**config.mk**
```make
export PLATFORM = sky130hd
export DESIGN_NAME = mcu_rst_ctrl_flat
export DESIGN_NICKNAME = d
export VERILOG_FILES = /design/src/rtl/mcu_rst_ctrl_if.sv /design/src/rtl/mcu_rst_ctrl.sv /design/src/flat_wrapper.sv
export SDC_FILE = /design/constraint.sdc
export NUM_CORES = 1
export LEC_CHECK = 0
export ABC_AREA = 1
export BUFFER_PORTS_ARGS = -buffer_cell sky130_fd_sc_hd__buf_2
export CELL_PAD_IN_SITES_DETAIL_PLACEMENT = 1
export CELL_PAD_IN_SITES_GLOBAL_PLACEMENT = 2
export CORE_ASPECT_RATIO = 0.7
export CORE_MARGIN = 3
export CORE_UTILIZATION = 30
export CTS_CLUSTER_DIAMETER = 200
export DETAILED_ROUTE_END_ITERATION = 7
export PLACE_DENSITY_LB_ADDON = 0.05
export SYNTH_ARGS = -nofsm -noshare
export SYNTH_HDL_FRONTEND = slang
export SYNTH_SLANG_ARGS = --single-unit
```
**constraint.sdc**
```tcl
create_clock -name sys_root_clk -period 1.8 [get_ports sys_root_clk]
set_input_delay 0.36 -clock sys_root_clk [delete_from_list [all_inputs] [get_ports sys_root_clk]]
set_output_delay 0.36 -clock sys_root_clk [all_outputs]
set_load 0.01 [all_outputs]
```
**src/rtl/mcu_rst_ctrl_if.sv**
```systemverilog
// mcu_rst_ctrl_if
// Groups the reset-request inputs and the generated reset outputs of the
// MCU reset sequencer.
//   slave  : the sequencer side (takes requests, drives resets/cause)
//   master : the environment side (drives requests, observes resets/cause)
// Signals:
//   sysresetreq, wdt_rst_req, sw_rst_req : level reset requests
//   lockup, lockup_rst_en                : core lockup and its reset enable
//   cause_clr                            : one-cycle clear of rst_cause
//   sys_rstn, apb1_rstn                  : active-low domain resets
//   rst_busy                             : sequencer not in RUN
//   rst_cause                            : sticky {lockup, sw, wdt, sysreq, por}
interface mcu_rst_ctrl_if;
  logic       sysresetreq;
  logic       wdt_rst_req;
  logic       sw_rst_req;
  logic       lockup;
  logic       lockup_rst_en;
  logic       cause_clr;
  logic       sys_rstn;
  logic       apb1_rstn;
  logic       rst_busy;
  logic [4:0] rst_cause;

  modport slave (
    input  sysresetreq, wdt_rst_req, sw_rst_req, lockup, lockup_rst_en, cause_clr,
    output sys_rstn, apb1_rstn, rst_busy, rst_cause
  );

  modport master (
    output sysresetreq, wdt_rst_req, sw_rst_req, lockup, lockup_rst_en, cause_clr,
    input  sys_rstn, apb1_rstn, rst_busy, rst_cause
  );
endinterface

```
**src/rtl/mcu_rst_ctrl.sv**
```systemverilog
// mcu_rst_ctrl
// Reset sequencer for the full-function domain. Merges SYSRESETREQ, watchdog,
// software and (optionally) lockup requests with power-on reset, holds the
// system and APB1 resets for HOLD_CYCLES after the last request, then releases
// sys_rstn first and apb1_rstn STAGGER_CYCLES later. Records reset causes in a
// sticky register.
// Ports:
//   sys_root_clk  : sole clock, rising edge
//   power_on_rstn : synchronous active-low block reset
//   bus           : mcu_rst_ctrl_if.slave (requests in, resets/cause out)
module mcu_rst_ctrl #(
  parameter int HOLD_CYCLES    = 16,
  parameter int STAGGER_CYCLES = 4,
  parameter int CNT_W          = 8
) (
  input  logic           sys_root_clk,
  input  logic           power_on_rstn,
  mcu_rst_ctrl_if.slave  bus
);

  typedef enum logic [1:0] {
    ST_ASSERT  = 2'd0,
    ST_STAGGER = 2'd1,
    ST_RUN     = 2'd2
  } state_t;

  localparam logic [CNT_W-1:0] HOLD_LAST = CNT_W'(HOLD_CYCLES - 1);
  localparam logic [CNT_W-1:0] STAG_LAST = CNT_W'(STAGGER_CYCLES - 1);

  state_t           state_q, state_d;
  logic [CNT_W-1:0] cnt_q, cnt_d;
  logic             sys_rstn_q, sys_rstn_d;
  logic             apb1_rstn_q, apb1_rstn_d;
  logic             busy_q, busy_d;
  logic [4:0]       cause_q, cause_d;

  logic             lockup_req;
  logic             req_any;
  logic [4:0]       cause_src;

  assign lockup_req = bus.lockup & bus.lockup_rst_en;
  assign req_any    = bus.sysresetreq | bus.wdt_rst_req | bus.sw_rst_req | lockup_req;
  // por bit is only ever set by the block reset itself
  assign cause_src  = {lockup_req, bus.sw_rst_req, bus.wdt_rst_req, bus.sysresetreq, 1'b0};

  always_ff @(posedge sys_root_clk) begin
    if (!power_on_rstn) begin
      state_q     <= ST_ASSERT;
      cnt_q       <= '0;
      sys_rstn_q  <= 1'b0;
      apb1_rstn_q <= 1'b0;
      busy_q      <= 1'b1;
      cause_q     <= 5'b00001;
    end else begin
      state_q     <= state_d;
      cnt_q       <= cnt_d;
      sys_rstn_q  <= sys_rstn_d;
      apb1_rstn_q <= apb1_rstn_d;
      busy_q      <= busy_d;
      cause_q     <= cause_d;
    end
  end

  always_comb begin
    state_d     = state_q;
    cnt_d       = cnt_q;
    sys_rstn_d  = sys_rstn_q;
    apb1_rstn_d = apb1_rstn_q;
    unique case (state_q)
      ST_ASSERT: begin
        sys_rstn_d  = 1'b0;
        apb1_rstn_d = 1'b0;
        if (req_any) begin
          // a held request keeps restarting the hold window
          cnt_d = '0;
        end else if (cnt_q == HOLD_LAST) begin
          state_d    = ST_STAGGER;
          cnt_d      = '0;
          sys_rstn_d = 1'b1;
        end else begin
          cnt_d = cnt_q + 1'b1;
        end
      end
      ST_STAGGER: begin
        if (req_any) begin
          state_d     = ST_ASSERT;
          cnt_d       = '0;
          sys_rstn_d  = 1'b0;
          apb1_rstn_d = 1'b0;
        end else if (cnt_q == STAG_LAST) begin
          state_d     = ST_RUN;
          cnt_d       = '0;
          apb1_rstn_d = 1'b1;
        end else begin
          cnt_d = cnt_q + 1'b1;
        end
      end
      ST_RUN: begin
        if (req_any) begin
          state_d     = ST_ASSERT;
          cnt_d       = '0;
          sys_rstn_d  = 1'b0;
          apb1_rstn_d = 1'b0;
        end
      end
      default: begin
        state_d     = ST_ASSERT;
        cnt_d       = '0;
        sys_rstn_d  = 1'b0;
        apb1_rstn_d = 1'b0;
      end
    endcase
    // busy is registered off the next state so it drops on the apb1 release edge
    busy_d  = (state_d != ST_RUN);
    // same-cycle source set wins over the clear
    cause_d = (bus.cause_clr ? 5'b00000 : cause_q) | cause_src;
  end

  assign bus.sys_rstn  = sys_rstn_q;
  assign bus.apb1_rstn = apb1_rstn_q;
  assign bus.rst_busy  = busy_q;
  assign bus.rst_cause = cause_q;

endmodule
```
**src/flat_wrapper.sv**
```systemverilog
// flat-port wrapper written by rule: the top's interface ports become plain ports
module mcu_rst_ctrl_flat 
#(
  parameter int HOLD_CYCLES    = 16,
  parameter int STAGGER_CYCLES = 4,
  parameter int CNT_W          = 8
)
  (sys_root_clk, power_on_rstn, bus_sysresetreq, bus_wdt_rst_req, bus_sw_rst_req, bus_lockup, bus_lockup_rst_en, bus_cause_clr, bus_sys_rstn, bus_apb1_rstn, bus_rst_busy, bus_rst_cause);
  mcu_rst_ctrl_if bus_i ();
  input  logic sys_root_clk;
  input  logic power_on_rstn;
  input wire logic [$bits(bus_i.sysresetreq)-1:0] bus_sysresetreq;
  input wire logic [$bits(bus_i.wdt_rst_req)-1:0] bus_wdt_rst_req;
  input wire logic [$bits(bus_i.sw_rst_req)-1:0] bus_sw_rst_req;
  input wire logic [$bits(bus_i.lockup)-1:0] bus_lockup;
  input wire logic [$bits(bus_i.lockup_rst_en)-1:0] bus_lockup_rst_en;
  input wire logic [$bits(bus_i.cause_clr)-1:0] bus_cause_clr;
  output wire logic [$bits(bus_i.sys_rstn)-1:0] bus_sys_rstn;
  output wire logic [$bits(bus_i.apb1_rstn)-1:0] bus_apb1_rstn;
  output wire logic [$bits(bus_i.rst_busy)-1:0] bus_rst_busy;
  output wire logic [$bits(bus_i.rst_cause)-1:0] bus_rst_cause;
  assign bus_i.sysresetreq = bus_sysresetreq;
  assign bus_i.wdt_rst_req = bus_wdt_rst_req;
  assign bus_i.sw_rst_req = bus_sw_rst_req;
  assign bus_i.lockup = bus_lockup;
  assign bus_i.lockup_rst_en = bus_lockup_rst_en;
  assign bus_i.cause_clr = bus_cause_clr;
  assign bus_sys_rstn = bus_i.sys_rstn;
  assign bus_apb1_rstn = bus_i.apb1_rstn;
  assign bus_rst_busy = bus_i.rst_busy;
  assign bus_rst_cause = bus_i.rst_cause;
  mcu_rst_ctrl #(.HOLD_CYCLES(HOLD_CYCLES), .STAGGER_CYCLES(STAGGER_CYCLES), .CNT_W(CNT_W)) u_core (.sys_root_clk(sys_root_clk), .power_on_rstn(power_on_rstn), .bus(bus_i));
endmodule
```
==> impl_metrics.tcl, run 1 <==
set metrics [dict create \
    num_rows 16 \
    hp-start "power_on_rstn" \
    placed_cells 190 \
    period_share_pct 82.5 \
    critPathCaptureType "flip-flop" \
    clk_latency_ns 0.26 \
    first_iter_violations 20 \
    clock_sinks 18 \
    synth_area_um2 987 \
    place_ws_ns 0.396 \
    grt_pass1_vias 893 \
    max-vdd-ir-drop_mv 0.222 \
    r2r-end "u_core.bus.sys_rstn$_SDFFE_PN0P_" \
    postSynthCellCount 139 \
    hold_class "primary input to flip-flop" \
    min_delay_path_depth 2 \
    ys.flop_type "dfxtp_1" \
    drive_gt1_share_pct 22.8 \
    synth_edf_count 0 \
    io_buffers 15 \
    async_flop_share_pct 0 \
    drt_first_pass_iters 4 \
    yosysSeqAreaShare_pct 36.5 \
    fmax_mhz 674 \
    grtUsageMet1_pct 20.4 \
    min_period_ns 1.48 \
    rsz0062_at_grt "false" \
    syn_nets 152 \
    start_util_pct 33.3 \
    relSlewSlack_pct 80.2 \
    grt_usage_pct 13.9 \
    power.density_nw_per_um2 688 \
    ys_warn_count 0 \
    n_antenna_cell 0 \
    worstPathMaxFanout 3 \
    cp.required_ns 1.99 \
    path_class "flip-flop to flip-flop" \
    rrSetupSlack_ns 0.32 \
    die_w_um 74.6 \
    area_growth_syn_to_layout_pct 17.7 \
    yosysUniqueCellTypes 20 \
    grt_pass1_wl_mm 4.15 \
    cts.htree.levels 1 \
    layout_setup_ws_ns 0.315 \
    wl_mm 2.38 \
    reg2regPathDepth 8 \
    cts_max_path_buffers 2 \
    grt.overflow.total 0 \
    avgSynthCellArea_um2 7.10 \
    holdBufCountCts 0 \
    drc_errors 0 \
    finalNonFillerCells 194 \
    cts_made_buffers 3 \
    post-cts-setup-buffers 0 \
    use_met3_pct 4.48 \
    viasPerCell 4.52 \
    ant_nets 0 \
    die-area_um2 4030 \
    holdPathEnd "u_core.bus.rst_cause[0]$_SDFFE_PN1P_" \
    status "completed" \
    grt.met2_usage_pct 19.4 \
    multi_input_area_um2 544 \
    utilization_pct 39.2 \
    antenna_found_initial 0 \
    dp_hpwl_mm 1.97 \
    vias 876 \
    fin_setup_tns_ns 0 \
    core_um2 2960 \
    reg2reg_from "u_core.cnt_q[1]$_SDFFE_PN0P_" \
    grt_max_degree 11 \
    hold_viol 0 \
    fp.dieH_um 54.0 \
    cellLeakagePower_nw 0.520 \
    wl_per_cell_um 12.3 \
    startpoint_type "flip-flop" \
    num-nets-final 172 \
    finalWeightedCongestion 0.734 \
    seq_area_um2 360 \
    worstMarginPinSlew_ns 0.297 \
    maxCapViolCount 0 \
    cts_tree "done" \
    finalClockSkew_ns 0.00366 \
    io_pins 16 \
    crit_start "u_core.cnt_q[1]$_SDFFE_PN0P_" \
    report.final.slew_viol_count 0 \
    post_cts_resize_count 0 \
    setup_viol 0 \
    clkTransAtPathRegs_ns 0.07 \
    nFillCells 398 \
    root_buffer "clkbuf_8" \
    synth_seq_cells 18 \
    busiest_layer "met1" \
    cp.arrival_ns 1.68 \
]
## final cells by class
cell class,instances,share of cell area [%]
multi-input combinational,99,46.8
sequential,18,31.0
inverter,22,7.10
timing repair buffer,15,6.46
clock buffer,4,4.74
tap,36,3.88
## power breakdown
| group | switching (mW) | leakage [nW] | internal [mW] |
|---|---|---|---|
| Clock | 0.142 | 0.0288 | 0.195 |
| Sequential | 0.00365 | 0.147 | 0.406 |
| Combinational | 0.0337 | 0.344 | 0.0192 |
## metal layers
layer / vias to the layer above / share of wire [%] / wire [um]
met5: - / 0 / 0
met4: 0 / 0.71 / 17
met3: 3 / 4.1 / 97
met2: 15 / 41 / 974
met1: 394 / 54 / 1290
li1: 464 / - / -
## cell usage after synthesis, types with 2 or more instances
library cell	n	area share, %
nand2_1	39	15
a21oi_1	10	5.1
nand2_2	3	1.9
nor2_4	3	3.4
inv_2	2	0.76
xor2_1	2	1.8
ha_1	5	6.3
inv_1	20	7.6
nor2_1	14	5.3
dfxtp_1	18	37
o21ai_0	3	1.5
nor2_2	4	2.5
nand3_1	9	4.6
## worst max path at each step
stage	end	depth (start not counted)
6_report	u_core.bus.sys_rstn$_SDFFE_PN0P_	8
5_1_grt	u_core.bus.sys_rstn$_SDFFE_PN0P_	8
4_1_cts	u_core.bus.sys_rstn$_SDFFE_PN0P_	8
3_5_place_dp	u_core.bus.sys_rstn$_SDFFE_PN0P_	8
3_3_place_gp	u_core.bus.rst_busy$_SDFF_PN1_	7
2_1_floorplan	u_core.bus.sys_rstn$_SDFFE_PN0P_	8
## cells in the final DEF, fill, tap and decap left out
cell,count
nand2_1,39
inv_1,20
dfxtp_1,18
buf_2,15
nor2_1,14
a21oi_1,10
nand3_1,9
ha_1,5
nor2_2,4
clkbuf_8,4
nor2_4,3
nand2_2,3
o21ai_0,3
inv_2,2
xor2_1,2
nand4_4,1
nand3_4,1
o21ai_2,1
o21ai_1,1
nand3_2,1
or2_1,1
a21oi_2,1
## cell families (layout without fill, tap and decap cells)
kind of cell	after synthesis	count (layout)	share of synthesized area, %
simple gates	76	76	38.1
flops	18	18	36.5
compound gates	16	16	8.87
fa+ha+maj	5	5	6.34
xor+xnor	2	2	1.77
buf+inv	22	41	8.37
## worst max-delay path, cell delays in order, from the launching register on
cell,delay [ns]
dfxtp_1,0.36
ha_1,0.22
nand2_2,0.10
nor2_4,0.12
inv_2,0.05
nor2_2,0.13
nand2_1,0.10
or2_1,0.23
a21oi_2,0.11
## registers in the layout (all words and copies together), names as in the netlist
register	flops
u_core.cnt_q	8
u_core.state_q	2
u_core.bus.apb1_rstn	1
u_core.bus.rst_cause	5
u_core.bus.rst_busy	1
u_core.bus.sys_rstn	1
## through the flow
step | area (um2) | hold slack [ns] | power [mW]
finish | 1160 | 0.363 | 0.799
floorplan | 987 | 0.429 | 0.448
CTS | 1160 | 0.359 | 0.813
detailed placement | 1110 | 0.442 | 0.474
global placement | 1110 | 0.424 | 0.472
global route | 1160 | 0.374 | 0.845
Power figures use the tool's default switching activity.
==> run 2: changes to the inputs <==
--- a/config.mk
+++ b/config.mk
@@ -5,13 +5,13 @@
 export SDC_FILE = /design/constraint.sdc
 export NUM_CORES = 1
 export LEC_CHECK = 0
-export ABC_AREA = 1
+export ABC_AREA = 0
 export BUFFER_PORTS_ARGS = -buffer_cell sky130_fd_sc_hd__buf_2
 export CELL_PAD_IN_SITES_DETAIL_PLACEMENT = 1
 export CELL_PAD_IN_SITES_GLOBAL_PLACEMENT = 2
 export CORE_ASPECT_RATIO = 0.7
 export CORE_MARGIN = 3
-export CORE_UTILIZATION = 30
+export CORE_UTILIZATION = 31
 export CTS_CLUSTER_DIAMETER = 200
 export DETAILED_ROUTE_END_ITERATION = 7
 export PLACE_DENSITY_LB_ADDON = 0.05
==> constraint.sdc (replaced) <==
create_clock -name sys_root_clk -period 1.5 [get_ports sys_root_clk]
set_input_delay 0.3 -clock sys_root_clk [delete_from_list [all_inputs] [get_ports sys_root_clk]]
set_output_delay 0.3 -clock sys_root_clk [all_outputs]
set_load 0.01 [all_outputs]
==> run 2 against run 1 <==
Effect of this change: the flow now finishes with violations (setup timing); die area fell by 9.8%; clock skew up 0.0018 ns; critical path type unchanged; non-clock buffer count increased by 27; highest routed layer unchanged.
==> impl_metrics.tcl, run 2 <==
set metrics [dict create \
    hold_class "primary input to flip-flop" \
    yosysUniqueCellTypes 29 \
    synth_edf_count 0 \
    final_cell_mix "buf_4 (27), dfxtp_1 (17), buf_2 (15)" \
    report.final.slew_viol_count 0 \
    postSynthCellCount 109 \
    min_delay_path_depth 3 \
    rsz0062_at_grt "true" \
    grt.overflow.total 0 \
    num_rows 15 \
    cts_made_buffers 3 \
    relSlewSlack_pct 76.4 \
    cellLeakagePower_nw 0.535 \
    period_share_pct 118 \
    antenna_found_initial 0 \
    startpoint_type "flip-flop" \
    cts_max_path_buffers 2 \
    io_buffers 15 \
    clkTransAtPathRegs_ns 0.07 \
    path_class "flip-flop to flip-flop" \
    power.density_nw_per_um2 670 \
    syn_nets 122 \
    grt_pass1_wl_mm 4.83 \
    core_um2 2630 \
    cts_tree "done" \
    dp_hpwl_mm 2.28 \
    synth_seq_cells 18 \
    setup_viol 12 \
    grt_usage_pct 17.3 \
    worstPathMaxFanout 7 \
    wl_per_cell_um 15.1 \
    grt_pass1_vias 983 \
    synthAdderAreaFrac_pct 6.88 \
    cp.arrival_ns 1.91 \
    min_period_ns 1.77 \
    ant_nets 0 \
    top_register "u_core.cnt_q" \
    post-cts-setup-buffers 0 \
    clock_sinks 18 \
    fmax_mhz 565 \
    grt_max_degree 11 \
    muxShareOfSynthArea_pct 0 \
    drive_gt1_share_pct 40.4 \
    num-nets-final 166 \
    layout_setup_ws_ns -0.269 \
    vias 942 \
    finalClockSkew_ns 0.00545 \
    clk_latency_ns 0.25 \
    root_buffer "clkbuf_8" \
    die_w_um 70.7 \
    drt_first_pass_iters 4 \
    cp.required_ns 1.64 \
    die-area_um2 3630 \
    reg2regPathDepth 5 \
    status "finished with violations" \
    drc_errors 0 \
    synth_most_common_cell "dfxtp_1" \
    yosys.area.top_type "dfxtp_1" \
    timing.hold.ws_ns 0.325 \
    viasPerCell 5.09 \
    avgSynthCellArea_um2 8.35 \
    p_total_uw 880 \
    worstMarginPinSlew_ns 0.353 \
    final_area_um2 1310 \
    yosysSeqAreaShare_pct 39.6 \
    cts.htree.levels 1 \
    synth_area_um2 910 \
    utilization_pct 50.0 \
    holdBufCountCts 0 \
    layout_commonest_cell "buf_4" \
    yosysTopAreaCellShare_pct 39.6 \
    nFillCells 338 \
    ys_warn_count 0 \
    placed_cells 182 \
    postPlaceCellArea_um2 1240 \
    critPathCaptureType "flip-flop" \
    synth.area.top_cells "dfxtp_1 (40%), ha_1 (6.9%), a21oi_1 (6.1%)" \
    finalWeightedCongestion 0.759 \
    synth-simple-area-share_pct 29.4 \
    n_antenna_cell 0 \
    async_flop_share_pct 0 \
    finalNonFillerCells 185 \
    failed_checks "setup timing" \
    wl_mm 2.80 \
    maxCapViolCount 0 \
    start_util_pct 34.6 \
    netlist_top_cells_count "dfxtp_1 (18), a21oi_1 (11), nor2_1 (11), nand2_1 (10), nand3_1 (10)" \
    first_iter_violations 39 \
    max-vdd-ir-drop_mv 0.490 \
    ys.flop_type "dfxtp_1" \
    synth_compound_area_share_pct 20.8 \
    hold_viol 0 \
    area_growth_syn_to_layout_pct 44.3 \
    fp.dieH_um 51.3 \
    largest_reg_flops 8 \
    synth_top_family_by_area "simple AND/OR/NAND/NOR gates" \
    io_pins 16 \
    yosys.area_share.xor_xnor_pct 0 \
]
run 2: changes by cell type after synthesis, sizes merged, moves of 3 or more:
cell,before,now
clkbuf,0,3
or4,0,5
nand2,42,10
inv,22,5
a31oi,0,4
nor2,21,11
nor3,0,3
run 2: path summary, 6_finish.rpt:
check	to	startpoint	slack (ns)
setup / recovery	u_core.cnt_q[7]$_SDFFE_PN0P_	u_core.cnt_q[7]$_SDFFE_PN0P_	-0.27
hold / removal	u_core.bus.rst_cause[1]$_SDFF_PN0_	bus_sysresetreq	0.33
setup reg to reg	u_core.cnt_q[7]$_SDFFE_PN0P_	u_core.cnt_q[7]$_SDFFE_PN0P_	-0.27
hold reg to reg	u_core.bus.rst_cause[0]$_SDFFE_PN1P_	u_core.bus.rst_cause[0]$_SDFFE_PN1P_	0.46
run 2: timing repair:
item	in CTS	in global routing
setup endpoints to repair	12	12
pin swaps	2	0
resized for setup	2	3
run 2: cell families (layout without fill, tap and decap cells):
| group | count (synthesis) | in the layout |
|---|---|---|
| buffers and inverters | 8 | 50 |
| and+or+nand+nor | 49 | 49 |
| adders and majority gates | 5 | 5 |
| AOI/OAI and AO/OA | 29 | 29 |
| DFF | 18 | 18 |
run 2: layout make-up:
cell class	instances	area [um2]	share of cell area, %
multi-input cells	83	571	43.5
flip-flops and latches	18	362	27.6
repair buffers	42	278	21.2
well taps	34	42.5	3.24
clock buffers	3	41.3	3.15
inverters	5	18.8	1.43
run 2: stage by stage:
stage	setup TNS (ns)	setup WS (ns)
6_report	-2.21	-0.269
5_1_grt	-3.00	-0.337
4_1_cts	-2.30	-0.275
3_5_place_dp	-2.07	-0.259
3_3_place_gp	-1.88	-0.229
2_1_floorplan	-1.20	-0.171
run 2: critical path, stage by stage, from the launching register on:
cell	delay [ns]
dfxtp_2	0.32
or4_4	0.56
o31a_1	0.33
nor2b_4	0.20
a2bb2oi_1	0.17
a21oi_1	0.08
run 2: metal layers:
metal	GRT usage [%]	vias to the layer above	routed length, um
met5	0	-	0
met4	3.75	0	34
met3	4.13	4	109
met2	27.2	16	1250
met1	24.0	441	1400
li1	-	481	-
run 2: power breakdown:
part	switching [mW]	total, mW	leakage, nW	internal, mW
Combinational	0.0312	0.0560	0.367	0.0248
Clock	0.153	0.332	0.0216	0.178
Sequential	0.00483	0.492	0.147	0.487
Total	0.189	0.880	0.535	0.690
